File: config.mk
export PLATFORM = sky130hd
export DESIGN_NAME = div_unit
export DESIGN_NICKNAME = d
export VERILOG_FILES = /design/src/rtl/div_unit_pkg.sv /design/src/rtl/div_unit_step.sv /design/src/rtl/div_unit.sv
export SDC_FILE = /design/constraint.sdc
export NUM_CORES = 1
export LEC_CHECK = 0
export BUFFER_PORTS_ARGS = -buffer_cell sky130_fd_sc_hd__buf_2
export CAP_MARGIN = 40
export CORE_UTILIZATION = 55
export CTS_CLUSTER_DIAMETER = 60
export DETAILED_ROUTE_END_ITERATION = 6
export PLACE_DENSITY = 0.75
export SLEW_MARGIN = 20
export SYNTH_ARGS = -nofsm -noshare
export SYNTH_HDL_FRONTEND = slang
export SYNTH_SLANG_ARGS = --single-unit
File: constraint.sdc
create_clock -name clk -period 5.8 [get_ports clk]
set_input_delay 0.87 -clock clk [delete_from_list [all_inputs] [get_ports clk]]
set_output_delay 0.87 -clock clk [all_outputs]
set_load 0.02 [all_outputs]
File: src/rtl/div_unit_pkg.sv
// Shared definitions for the RV32M divider: opcode encodings, FSM states and
// small two's-complement helpers used by the datapath.
package div_unit_pkg;

    localparam int XLEN  = 32;
    localparam int CNT_W = 5;

    localparam logic [2:0] F3_DIV  = 3'b100;
    localparam logic [2:0] F3_DIVU = 3'b101;
    localparam logic [2:0] F3_REM  = 3'b110;
    localparam logic [2:0] F3_REMU = 3'b111;

    localparam logic [1:0] OP_DIV  = F3_DIV[1:0];
    localparam logic [1:0] OP_DIVU = F3_DIVU[1:0];
    localparam logic [1:0] OP_REM  = F3_REM[1:0];
    localparam logic [1:0] OP_REMU = F3_REMU[1:0];

    typedef enum logic [1:0] {
        DIV_IDLE = 2'd0,
        DIV_CALC = 2'd1,
        DIV_FIX  = 2'd2,
        DIV_DONE = 2'd3
    } div_state_e;

    function automatic logic [XLEN-1:0] negate(input logic [XLEN-1:0] x);
        return ~x + XLEN'(1);
    endfunction

    function automatic logic opIsSigned(input logic [1:0] op);
        return (op == OP_DIV) || (op == OP_REM);
    endfunction

    function automatic logic opIsRem(input logic [1:0] op);
        return !((op == OP_DIVU) || (op == OP_DIV));
    endfunction

endpackage

File: src/rtl/div_unit_step.sv
// One radix-2 restoring step: shift the next dividend bit into the partial
// remainder and subtract the divisor when it fits.
module div_step
    import div_unit_pkg::*;
(
    input  logic [XLEN-1:0] rem_i,
    input  logic            quo_msb_i,
    input  logic [XLEN-1:0] divisor_i,
    output logic [XLEN-1:0] next_rem_o,
    output logic            q_bit_o
);

    logic [XLEN:0] shifted;

    // The shifted remainder is XLEN+1 bits because a divisor above 2^(XLEN-1)
    // lets the partial remainder use its top bit; the result always fits XLEN.
    always_comb begin
        shifted    = {rem_i, quo_msb_i};
        q_bit_o    = (shifted >= {1'b0, divisor_i});
        next_rem_o = shifted[XLEN-1:0] - (q_bit_o ? divisor_i : '0);
    end

endmodule

File: src/rtl/div_unit.sv
// Multi-cycle RV32M divider (DIV/DIVU/REM/REMU): restoring division on operand
// magnitudes followed by a sign fix-up; zero divisor and overflow finish early.
module div_unit
    import div_unit_pkg::*;
(
    input  logic            clk,
    input  logic            rst,
    input  logic            in_valid,
    output logic            in_ready,
    input  logic [1:0]      op,
    input  logic [XLEN-1:0] rs1,
    input  logic [XLEN-1:0] rs2,
    input  logic            flush,
    output logic            out_valid,
    output logic [XLEN-1:0] result
);

    div_state_e       state_q;
    logic [CNT_W-1:0] count_q;
    logic [XLEN-1:0]  rem_q;
    logic [XLEN-1:0]  quo_q;
    logic [XLEN-1:0]  div_q;
    logic [1:0]       op_q;
    logic             negQuo_q;
    logic             negRem_q;
    logic [XLEN-1:0]  result_q;
    logic             out_valid_q;

    logic             signedOp;
    logic             divByZero;
    logic             overflow;
    logic [XLEN-1:0]  dividendMag;
    logic [XLEN-1:0]  divisorMag;
    logic [XLEN-1:0]  specialResult;
    logic [XLEN-1:0]  rem_d;
    logic             qBit;
    logic [XLEN-1:0]  fixResult;

    div_step u_step (
        .rem_i      (rem_q),
        .quo_msb_i  (quo_q[XLEN-1]),
        .divisor_i  (div_q),
        .next_rem_o (rem_d),
        .q_bit_o    (qBit)
    );

    // Request decode: magnitudes only for signed ops, early-out results for
    // the two cases that never need the iterative datapath.
    always_comb begin
        signedOp    = opIsSigned(op);
        divByZero   = (rs2 == '0);
        overflow    = signedOp && (rs1 == {1'b1, {(XLEN-1){1'b0}}}) && (rs2 == '1);
        dividendMag = (signedOp && rs1[XLEN-1]) ? negate(rs1) : rs1;
        divisorMag  = (signedOp && rs2[XLEN-1]) ? negate(rs2) : rs2;
        if (divByZero) begin
            specialResult = opIsRem(op) ? rs1 : '1;
        end else begin
            specialResult = opIsRem(op) ? '0 : {1'b1, {(XLEN-1){1'b0}}};
        end
        if (opIsRem(op_q)) begin
            fixResult = negRem_q ? negate(rem_q) : rem_q;
        end else begin
            fixResult = negQuo_q ? negate(quo_q) : quo_q;
        end
    end

    always_ff @(posedge clk or posedge rst) begin
        if (rst) begin
            state_q     <= DIV_IDLE;
            count_q     <= '0;
            rem_q       <= '0;
            quo_q       <= '0;
            div_q       <= '0;
            op_q        <= '0;
            negQuo_q    <= 1'b0;
            negRem_q    <= 1'b0;
            result_q    <= '0;
            out_valid_q <= 1'b0;
        end else begin
            case (state_q)
                DIV_IDLE: begin
                    out_valid_q <= 1'b0;
                    if (in_valid) begin
                        op_q     <= op;
                        negQuo_q <= signedOp && (rs1[XLEN-1] ^ rs2[XLEN-1]);
                        negRem_q <= signedOp && rs1[XLEN-1];
                        rem_q    <= '0;
                        quo_q    <= dividendMag;
                        div_q    <= divisorMag;
                        count_q  <= '0;
                        if (divByZero || overflow) begin
                            result_q    <= specialResult;
                            out_valid_q <= 1'b1;
                            state_q     <= DIV_DONE;
                        end else begin
                            state_q <= DIV_CALC;
                        end
                    end
                end
                DIV_CALC: begin
                    if (flush) begin
                        state_q <= DIV_IDLE;
                    end else begin
                        rem_q   <= rem_d;
                        quo_q   <= {quo_q[XLEN-2:0], qBit};
                        count_q <= count_q + CNT_W'(1);
                        if (count_q == CNT_W'(XLEN - 1)) begin
                            state_q <= DIV_FIX;
                        end
                    end
                end
                DIV_FIX: begin
                    if (flush) begin
                        state_q <= DIV_IDLE;
                    end else begin
                        result_q    <= fixResult;
                        out_valid_q <= 1'b1;
                        state_q     <= DIV_DONE;
                    end
                end
                DIV_DONE: begin
                    out_valid_q <= 1'b0;
                    state_q     <= DIV_IDLE;
                end
                default: begin
                    state_q <= DIV_IDLE;
                end
            endcase
        end
    end

    assign in_ready  = (state_q == DIV_IDLE);
    assign out_valid = out_valid_q;
    assign result    = result_q;

endmodule

Yosys cells after proc, flatten, opt, wreduce, memory -nomap -nowiden

Index checks and enable logic that the tools add are counted.

Bits in registers: 140
Output and inout port bits: 34

Add/sub/neg operators: 6
Magnitude comparators: 1
Equality and inequality tests: 14
Muxes and demuxes: 32
Bitwise operators: 5
Reductions and logical operators: 21

Operators with widths:

| operator                                                               | count |
|---|---|
| 32-bit 2-to-1 mux                                                      | 16 |
| 32-bit case mux with 2 select lines                                    | 3 |
| 32-bit by 1-bit adder with 32-bit output (second input constant)       | 4 |
| 32-bit inverter                                                        | 4 |
| 32-bit equality test (second input constant)                           | 2 |
| 33-bit by 32-bit greater-or-equal comparator with 1-bit output         | 1 |
| 32-bit logical NOT                                                     | 1 |
| 32-bit subtractor                                                      | 1 |
| 2-bit 2-to-1 mux                                                       | 5 |
| 5-bit 2-to-1 mux                                                       | 2 |
| 5-bit case mux with 2 select lines                                     | 1 |
| 2-bit case mux with 4 select lines                                     | 1 |
| 2-bit by 1-bit equality test with 1-bit output (second input constant) | 3 |
| 2-bit equality test (second input constant)                            | 3 |
| 2-bit logical NOT                                                      | 3 |
| 2-bit != test (second input constant)                                  | 3 |
| 2-bit AND reduction                                                    | 3 |
| 5-bit by 1-bit adder with 5-bit output (second input constant)         | 1 |
| 5-bit equality test (second input constant)                            | 1 |
| 1-bit logical AND                                                      | 5 |
| 1-bit logical OR                                                       | 4 |
| 4-bit AND reduction                                                    | 1 |
| 2-bit nonzero test                                                     | 2 |
| 1-bit 2-to-1 mux                                                       | 3 |
| other kinds (6)                                                        | 6 |

Depth between registers and ports, before layout

Gate-level depths: netlist of the first run.

Word-level depth: 8
Gate-level depth with buffers: 19
Mapped depth without buffers: 19

Modules after synthesis

A second synthesis of the first run with hierarchy kept.

Cells, all modules: 1421
Area total of the unflattened synthesis: 11532.3 um^2

By module, submodules not included:

| module   | instances | cells an instance | area each (um^2) | sequential area each (um^2) |
|---|---|---|---|---|
| div_unit | 1         | 1070              | 9003.6           | 3478.3 |
| div_step | 1         | 351               | 2528.7           | 0.0 |

Least setup slack after synthesis of the first run

No wires, ideal clock.

Kind: flip-flop to flip-flop
Start: register rem_q[28]
End: register rem_q[30]
Arrival time: 4159 ps
Data required time: 5674 ps
Path slack: 1515 ps
Cell stages (with the launch flop): 16
Clock period less this slack: 4285 ps
Cell sequence: dfrtp_1 > ha_1 > nand3_1 > or4b_2 > nor2_1 > a221o_1 > clkbuf_1 > nand2_1 > ha_1 > nand2_1 > or4_1 > o21ai_0 > a221oi_1 > o31ai_1 > nor3b_1 > o31ai_1

Longest elaborated chain between the ends: 5

Ends and longest elaborated chain:

| item                                                           | RTL line            | RTL |
|---|---|---|
| start: declaration                                             | div_unit.sv:20      | `logic [XLEN-1:0] rem_q;` |
| start signal: assignment                                       | div_unit.sv:104     | `rem_q <= rem_d;` |
| 33-bit by 32-bit greater-or-equal comparator with 1-bit output | div_unit_step.sv:19 | `q_bit_o = (shifted >= {1'b0, divisor_i});` |
| 32-bit 2-to-1 mux                                              | div_unit_step.sv:20 | `next_rem_o = shifted[XLEN-1:0] - (q_bit_o ? divisor_i : '0);` |
| 32-bit subtractor (*)                                          | div_unit_step.sv:20 |  |
| 32-bit 2-to-1 mux (*)                                          | div_unit.sv:101     | `if (flush) begin` |
| 32-bit case mux with 2 select lines (*)                        | div_unit.sv:80      | `case (state_q)` |

Every way passes the cells marked *; elsewhere a longest branch is shown, timed or not. The select of a mux whose other input is x is not followed.
A chain may end at the register's enable or synchronous reset.

Worst setup path after layout of the first run

Ends and elaborated chain as after synthesis.

==> flow_metrics.py, run 1 <==
metrics = {
    "placed_design": {
        "place_inst": 1719,
        "placed_area_sq_mm": 0.0119,
        "hpwl_um": 23400,
        "globalplace.congestion": 0.897,
        "io_buffers": 103,
    },
    "logic_synthesis": {
        "synth-compound-area-share": 0.234,
        "yosysSeqAreaShare": 0.311,
        "synthMuxAreaShare": 0.00682,
        "synth_edf_count": 0,
        "synth_top_family_by_area": "compound AO/OA/AOI/OAI gates",
        "synth_cell_type_count": 63,
        "synthArstFlopShare": 1.00,
        "synth_area_sq_mm": 0.0112,
        "yosys_warnings": 0,
        "synth_simple_gate_area_frac": 0.199,
        "ys_ff_latch": 139,
        "synthesis.nets": 1552,
        "synthCells": 1403,
        "synth_flop_cell": "dfrtp_1",
        "synth.avg_cell_area_sq_um": 7.97,
        "synthAdderAreaFrac": 0.0890,
        "synth-xor-area-share": 0.116,
    },
    "worst_setup_path": {
        "crit_chain": "ha_1 > nand3_1 > or4b_2 > nor2_1 > a221o_1 > buf_4 > nand2_1 > ha_1 > nand2_1 > or4_1 > o21ai_0 > a221oi_1 > o31ai_1 > nor3b_1 > o31ai_1",
        "path_max_fanout": 17,
        "r2r_cells": 15,
        "start_kind": "flip-flop",
        "slowest_stage": "or4b_2",
        "end_kind": "flip-flop",
        "slowest_delay_ps": 670,
        "cp.required_ps": 6110,
        "worstPathArrival_ps": 5330,
        "worstSetupPathType": "reg2reg",
    },
    "routing": {
        "drc_errors": 0,
        "drt-total-wl_um": 31400,
        "drt_iter0_drc": 890,
        "firstDrtPassIters": 6,
        "ant_nets": 0,
        "viasPerCell": 6.03,
        "post_drt_wl_per_cell_um": 17.9,
        "vias": 10600,
    },
    "floorplan": {
        "die_area_sq_mm": 0.0209,
        "start_util": 0.567,
        "die_h_um": 145,
        "die_x_um": 145,
        "pin_count": 104,
        "num_rows": 51,
        "core_sq_mm": 0.0197,
    },
    "power_and_ir_drop": {
        "total_power_w": 0.00595,
        "swShare": 0.462,
        "power_density_mw_per_mm2": 474,
        "comb_power_share": 0.547,
        "power.switching_w": 0.00275,
        "p_clk_frac": 0.187,
        "pwr-share-seq": 0.266,
        "p_int_w": 0.00320,
        "ir_drop_mv": 0.250,
        "p_leak_nw": 5.47,
    },
    "timing": {
        "hold_viol_final": 0,
        "worst_pin_slew_ps": 890,
        "maxSlewViolCount": 0,
        "fin_crit_sh": 0.865,
        "period_minus_slack_ps": 5020,
        "rsz0062_at_grt": "false",
        "fin_worst_skew_ps": 9.93,
        "setup_tns_ps": 0,
        "setup_viol": 0,
        "max_freq_mhz": 199,
        "max_slew_margin": 0.407,
    },
    "clocking": {
        "htree_num_levels": 4,
        "postCtsSetupBuffers": 0,
        "holdBufCountCts": 0,
        "cts_buffers": 17,
        "path_clk_slew_ps": 70,
        "clkLatencyLatePin_ps": 440,
        "cts_resized": 0,
        "cts_buffer_depth": 2,
        "clock_sinks": 139,
        "cts_root_buffer": "clkbuf_16",
        "tritoncts": "built",
    },
    "global_route": {
        "grt_max_degree": 85,
        "gr-usage-all-layers": 0.311,
        "grt_pass1_vias": 9637,
        "grt_first_pass_wirelength_um": 50000,
        "grt-ovfl-total": 0,
        "antenna_found_initial": 1,
    },
    "final_layout": {
        "layout_common_cells": "223 x nand2_1, 180 x o21ai_0, 139 x dfrtp_1",
        "stdcell_count": 1754,
        "fillers": 1716,
        "antennaDiodeCount": 0,
        "synthToLayoutAreaGrowth_pct": 12.2,
        "drive_gt1_frac": 0.121,
        "design_area_sq_mm": 0.0126,
        "layout_commonest_cell": "nand2_1",
        "finalNetCount": 1625,
    },
    "run_status": {
        "status": "finished clean",
    },
    "hold_path": {
        "hp-class": "in2async",
    },
    "run": {
        "max-cap-violations": 0,
    },
}
-- sequential cells by signal (all words and copies together) (netlist names), 2 cells and up --
signal	count
div_q	32
state_q	2
count_q	5
rem_q	32
quo_q	32
result	32
-- worst max-delay path: cells and delay by family (launching register included) --
| kind | cells | cell delay, ps |
|---|---|---|
| AOI/OAI and AO/OA | 5 | 1590 |
| adders and majority gates | 2 | 700 |
| buffers and inverters | 1 | 270 |
| DFF | 1 | 450 |
| and+or+nand+nor | 7 | 1870 |
-- area by class of cell --
type                    instances  area, sq um  share of cell area
clock buffers                  19          453              0.0361
multi-input cells            1141         7230               0.576
flip-flops and latches        139         3480               0.277
repair buffers                121          703              0.0560
well taps                     265          332              0.0264
clock inverters                13          141              0.0113
inverters                      56          215              0.0171
-- per-stage QoR --
| step | util | hold slack, ps | setup slack [ps] |
|---|---|---|---|
| 6_report | 0.637 | 419 | 780 |
| 5_1_grt | 0.637 | 461 | 416 |
| 4_1_cts | 0.634 | 475 | 805 |
| 3_5_place_dp | 0.604 | 461 | 842 |
| 3_3_place_gp | 0.602 | 456 | 862 |
| 2_1_floorplan | - | 445 | 1210 |
-- kinds of logic after synthesis --
kind of cell / Yosys count
buf+inv: 123
mux: 7
fa+ha+maj: 79
flops: 139
xor+xnor: 146
simple gates: 470
compound gates: 439
-- synthesized netlist by cell type (all sizes together), types with 9 or more instances --
cell type,count,area (sq um)
nand2,224,841
xnor2,70,613
or4,15,120
nor4,17,119
nor3,18,90.1
o21ai,186,935
ha,78,976
xor2,75,657
nand4,15,93.8
o41ai,17,149
a21oi,112,561
buf,9,65.1
o211ai,24,180
dfrtp,139,3480
nor2,87,327
o31ai,35,263
inv,56,210
nor2b,16,108
or3,21,141
nand3,16,80.1
a21o,19,143
nand2b,19,119
clkbuf,58,218
-- worst paths after layout --
path | end | slack [ps] | from
setup / recovery | rem_q[30] | 780 | rem_q[28]
hold / removal | result[2] | 420 | rst
setup reg to reg | rem_q[30] | 780 | rem_q[28]
hold reg to reg | result[4] | 470 | result[4]
max in group asynchronous | rem_q[18] | 4280 | rst
min in group clk | result[4] | 470 | result[4]
-- power by group through the flow --
| stage | logic (W) | clock network [W] | registers [W] |
|---|---|---|---|
| floorplan | 0.00242 | 0 | 0.00148 |
| global placement | 0.00314 | 0 | 0.00158 |
| detailed placement | 0.00318 | 0 | 0.00159 |
| CTS | 0.00321 | 0.00112 | 0.00158 |
| global route | 0.00364 | 0.00116 | 0.00162 |
| finish | 0.00326 | 0.00111 | 0.00158 |
-- metal layers --
layer / up-vias / global-route usage / wire length [um]
met3: 60 / 0.0474 / 2010
met5: - / 0 / 0
met2: 379 / 0.495 / 14100
li1: 5149 / - / -
met1: 4996 / 0.425 / 14500
met4: 0 / 0.113 / 823
(Power assumes the default switching activity.)
==> inputs of run 2 (changes only) <==
--- a/config.mk
+++ b/config.mk
@@ -5,9 +5,11 @@
 export SDC_FILE = /design/constraint.sdc
 export NUM_CORES = 1
 export LEC_CHECK = 0
+export ABC_CLOCK_PERIOD_IN_PS = 5800
 export BUFFER_PORTS_ARGS = -buffer_cell sky130_fd_sc_hd__buf_2
 export CAP_MARGIN = 40
 export CORE_UTILIZATION = 55
+export CTS_BUF_LIST = sky130_fd_sc_hd__clkbuf_16
 export CTS_CLUSTER_DIAMETER = 60
 export DETAILED_ROUTE_END_ITERATION = 6
 export PLACE_DENSITY = 0.75
==> run 2 against run 1 <==
Effect of this change: routed wire length decreased by 0.34%; critical path type unchanged; clock skew about the same; cell count unchanged; utilization fell by 0.10 points.
==> flow_metrics.py, run 2 (synthesis gave the netlist of run 1 again) <==
metrics = {
    "run_status": {
        "status": "finished clean",
    },
    "routing": {
        "drc_errors": 0,
        "vias": 10600,
        "viasPerCell": 6.05,
        "ant_nets": 0,
        "drt_iter0_drc": 900,
        "post_drt_wl_per_cell_um": 17.9,
        "firstDrtPassIters": 5,
        "drt-total-wl_um": 31300,
    },
    "worst_setup_path": {
        "r2r_slack_ps": 780,
        "path_buf_inv": 1,
        "r2r_cells": 15,
        "reg2reg_to": "rem_q[30]",
        "slowest_stage": "or4b_2",
        "worstSetupPathType": "reg2reg",
        "path_max_fanout": 17,
        "end_kind": "flip-flop",
        "path_delay_family": "simple AND/OR/NAND/NOR gates",
        "r2r-start": "rem_q[28]",
        "cp.required_ps": 6110,
        "crit_chain": "ha_1 > nand3_1 > or4b_2 > nor2_1 > a221o_1 > buf_4 > nand2_1 > ha_1 > nand2_1 > or4_1 > o21ai_0 > a221oi_1 > o31ai_1 > nor3b_1 > o31ai_1",
        "slowest_delay_ps": 680,
        "worstPathArrival_ps": 5330,
        "start_kind": "flip-flop",
    },
    "power_and_ir_drop": {
        "total_power_w": 0.00592,
        "power_density_mw_per_mm2": 472,
        "ir_drop_mv": 0.248,
        "p_leak_nw": 5.46,
    },
    "floorplan": {
        "die_area_sq_mm": 0.0209,
        "die_x_um": 145,
        "start_util": 0.567,
        "pin_count": 104,
        "die_h_um": 145,
        "num_rows": 51,
        "core_sq_mm": 0.0197,
    },
    "run": {
        "max-cap-violations": 0,
    },
    "final_layout": {
        "finalNetCount": 1625,
        "synthToLayoutAreaGrowth_pct": 12.1,
        "layout_common_cells": "223 x nand2_1, 180 x o21ai_0, 139 x dfrtp_1",
        "drive_gt1_frac": 0.120,
        "layout_commonest_cell": "nand2_1",
        "antennaDiodeCount": 0,
        "postLayoutCoreUtil": 0.636,
    },
    "timing": {
        "setup_viol": 0,
        "max_freq_mhz": 199,
        "fin_worst_skew_ps": 9.85,
        "period_minus_slack_ps": 5020,
        "worst_hold_slack_ps": 429,
        "maxSlewViolCount": 0,
        "max_slew_margin": 0.395,
        "rsz0062_at_grt": "false",
        "hold_viol_final": 0,
        "setup_tns_ps": 0,
        "fin_crit_sh": 0.865,
        "worst_pin_slew_ps": 907,
    },
    "clocking": {
        "clock_sinks": 139,
        "htree_num_levels": 4,
        "clkLatencyLatePin_ps": 430,
        "cts_buffers": 17,
        "cts_resized": 0,
        "cts_buffer_depth": 2,
        "holdBufCountCts": 0,
        "cts_root_buffer": "clkbuf_16",
        "tritoncts": "built",
        "postCtsSetupBuffers": 0,
        "path_clk_slew_ps": 60,
    },
    "hold_path": {
        "hp-class": "in2async",
    },
    "placed_design": {
        "globalplace.congestion": 0.897,
        "hpwl_um": 23400,
        "io_buffers": 103,
    },
    "global_route": {
        "grt-ovfl-total": 0,
        "grt_pass1_vias": 9609,
        "antenna_found_initial": 1,
        "grt_first_pass_wirelength_um": 49900,
        "grt_max_degree": 85,
        "gr-usage-all-layers": 0.310,
    },
}
[run 2: cell types whose count changed in the layout (fill, tap and decap cells not counted), sizes merged]
cell and change:
clkinv +2, clkbuf -2
[run 2: per-layer routing]
metal,wire (um),share of wire,GRT usage
met1,14200,0.45,0.426
met2,14300,0.46,0.494
met3,2080,0.067,0.0470
met4,796,0.025,0.112
met5,0,0,0
[run 2: how the worst max path moves through the flow]
stage	startpoint	cells past startpoint	slack, ps	to
after floorplan	rst	1	1210	count_q[0]
after global routing	rem_q[28]	16	420	rem_q[27]
final	rem_q[28]	15	780	rem_q[30]
after global placement	rem_q[28]	16	860	rem_q[27]
after detailed placement	rem_q[28]	16	840	rem_q[31]
after CTS	rem_q[28]	15	800	rem_q[30]
[run 2: final cells by class]
class | instances | area [sq um]
tap | 265 | 332
clock buffer | 17 | 425
sequential | 139 | 3480
multi-input combinational | 1141 | 7230
timing repair buffer | 121 | 703
clock inverter | 15 | 149
inverter | 56 | 215
fill | 1720 | 7180
[run 2: report_power, final]
| part | switching, W | leakage, nW | internal [W] |
|---|---|---|---|
| registers | 0.000376 | 1.76 | 0.00121 |
| logic | 0.00192 | 3.43 | 0.00134 |
| clock network | 0.000451 | 0.274 | 0.000631 |
[run 2: through the flow]
step / cell area, sq um / setup slack (ps) / instances
4_1_cts: 12500 / 805 / 1751
5_1_grt: 12500 / 416 / 1754
3_5_place_dp: 11900 / 842 / 1719
3_3_place_gp: 11900 / 862 / 1716
2_1_floorplan: 11200 / 1210 / 1403
6_report: 12500 / 782 / 1754
==> inputs of run 3 (changes only) <==
--- a/config.mk
+++ b/config.mk
@@ -12,7 +12,9 @@
 export CTS_BUF_LIST = sky130_fd_sc_hd__clkbuf_16
 export CTS_CLUSTER_DIAMETER = 60
 export DETAILED_ROUTE_END_ITERATION = 6
+export GPL_ROUTABILITY_DRIVEN = 0
 export PLACE_DENSITY = 0.75
+export RECOVER_POWER = 100
 export SLEW_MARGIN = 20
 export SYNTH_ARGS = -nofsm -noshare
 export SYNTH_HDL_FRONTEND = slang
==> run 3 against run 2 <==
Effect of this change: the flow now finishes with violations (max-capacitance violations, max-slew violations); die area is the same; clock-buffer cell count is the same; critical path depth is the same; worst setup slack lost 300 ps; via count grew 1.3%; combinational power is essentially flat; largest power group unchanged; highest routed layer unchanged.
==> flow_metrics.py, run 3 (synthesis gave the netlist of run 1 again) <==
metrics = {
    "timing": {
        "worst_pin_slew_ps": 3450,
        "max_freq_mhz": 188,
        "setup_ws_ps": 486,
        "period_minus_slack_ps": 5310,
        "fin_worst_skew_ps": 10.9,
        "hold_viol_final": 0,
        "setup_viol": 0,
        "rsz0062_at_grt": "false",
        "setup_tns_ps": 0,
        "fin_crit_sh": 0.916,
        "maxSlewViolCount": 275,
        "max_slew_margin": -1.30,
    },
    "global_route": {
        "gr-usage-met3": 0.0464,
        "antenna_found_initial": 0,
        "gr-usage-all-layers": 0.313,
        "grt_max_degree": 66,
        "grt_first_pass_wirelength_um": 50700,
        "grt_pass1_vias": 9933,
        "grt.busiest_layer": "met2",
        "globalRouteMet2Util": 0.502,
        "grt-ovfl-total": 0,
        "met1_usage": 0.428,
    },
    "floorplan": {
        "die_area_sq_mm": 0.0209,
        "pin_count": 104,
        "start_util": 0.567,
        "die_x_um": 145,
        "core_sq_mm": 0.0197,
        "die_h_um": 145,
        "num_rows": 51,
    },
    "power_and_ir_drop": {
        "p_leak_nw": 5.33,
        "power_density_mw_per_mm2": 475,
        "pwr-share-seq": 0.266,
        "swShare": 0.459,
        "p_int_w": 0.00319,
        "p_clk_frac": 0.185,
        "power.switching_w": 0.00270,
        "comb_power_share": 0.549,
        "ir_drop_mv": 0.251,
    },
    "clocking": {
        "postCtsSetupBuffers": 0,
        "htree_num_levels": 4,
        "cts_buffer_depth": 2,
        "cts_resized": 0,
        "tritoncts": "built",
        "clock_sinks": 139,
        "path_clk_slew_ps": 60,
        "cts_buffers": 17,
        "holdBufCountCts": 0,
        "cts_root_buffer": "clkbuf_16",
        "clkLatencyLatePin_ps": 440,
    },
    "hold_path": {
        "hold-path-cell-count": 1,
        "hold_end": "result[6]",
        "hp-class": "reg2reg",
        "hold_start": "result[6]",
    },
    "worst_setup_path": {
        "r2r-start": "rem_q[28]",
        "cp.required_ps": 6120,
        "slowest_delay_ps": 680,
        "slowest_stage": "or4b_2",
        "path_max_fanout": 18,
        "worstSetupPathType": "reg2reg",
        "end_kind": "flip-flop",
        "r2r_cells": 15,
        "start_kind": "flip-flop",
        "worstSetupStartpoint": "rem_q[28]",
        "worstPathArrival_ps": 5630,
        "path_buf_inv": 1,
        "r2r_slack_ps": 490,
        "reg2reg_to": "rem_q[30]",
        "crit_chain": "ha_1 > nand3_1 > or4b_2 > nor2_1 > a221o_1 > buf_4 > nand2_1 > ha_1 > nand2_1 > or4_1 > o21ai_0 > a221oi_1 > o31ai_1 > nor3b_1 > o31ai_1",
        "path_delay_family": "simple AND/OR/NAND/NOR gates",
    },
    "routing": {
        "viasPerCell": 6.11,
        "firstDrtPassIters": 5,
        "vias": 10700,
        "post_drt_wl_per_cell_um": 17.9,
        "drt-total-wl_um": 31400,
        "ant_nets": 0,
        "drt_iter0_drc": 1145,
        "drc_errors": 0,
    },
    "final_layout": {
        "stdcell_count": 1758,
        "synthToLayoutAreaGrowth_pct": 11.0,
        "layout_commonest_cell": "nand2_1",
        "design_area_sq_mm": 0.0124,
        "drive_gt1_frac": 0.0831,
        "fillers": 1773,
        "layout_common_cells": "223 x nand2_1, 186 x o21ai_0, 139 x dfrtp_1",
        "finalNetCount": 1630,
        "antennaDiodeCount": 0,
        "postLayoutCoreUtil": 0.629,
    },
    "placed_design": {
        "placed_area_sq_mm": 0.0120,
        "hpwl_um": 23200,
        "place_inst": 1724,
        "io_buffers": 103,
        "dpl_worst_slack_ps": 604,
    },
    "run_status": {
        "status": "finished with violations",
        "failed_checks": "max-capacitance violations, max-slew violations",
    },
    "run": {
        "max-cap-violations": 5,
    },
}
## run 3: layout make-up
class	count	area (sq um)	area share
clock buffer	17	425	0.0343
clock inverter	14	141	0.0114
inverter	56	211	0.0170
multi-input combinational	1141	7190	0.579
sequential	139	3480	0.280
tap	265	332	0.0267
timing repair buffer	126	634	0.0511
## run 3: worst max-delay path by stage
stage               cells past startpoint    endpoint  slack [ps]
finish                                 15   rem_q[30]         490
global route                           17   rem_q[27]         280
CTS                                    15   rem_q[30]         590
detailed placement                     15   rem_q[30]         600
global placement                       15   rem_q[30]         720
floorplan                               1  count_q[0]        1210
## run 3: stage by stage
step                      total power (W)  hold slack, ps
after floorplan                   0.00390             445
after global placement            0.00464             456
after detailed placement          0.00472             462
after CTS                         0.00584             414
after global routing              0.00633             489
final                             0.00590             475
## run 3: worst reg2reg max path, cell delays in order, from the launching register on
cell      delay (ps)
dfrtp_1          450
ha_1             350
nand3_1          110
or4b_2           680
nor2_1           140
a221o_1          550
buf_4            350
nand2_1          120
ha_1             360
nand2_1           90
or4_1            490
o21ai_0          430
a221oi_1         230
o31ai_1          500
nor3b_1          250
o31ai_1          100
## run 3: power groups by stage
stage	clock network, W	registers (W)	logic, W
6_report	0.00109	0.00157	0.00324
5_1_grt	0.00113	0.00161	0.00360
4_1_cts	0.00109	0.00156	0.00319
3_5_place_dp	0	0.00157	0.00315
3_3_place_gp	0	0.00157	0.00307
2_1_floorplan	0	0.00148	0.00242
## run 3: metal layers
metal	vias up	share of wire
met5	-	0
met4	0	0.026
met3	67	0.070
met2	450	0.46
met1	5079	0.45
li1	5142	-
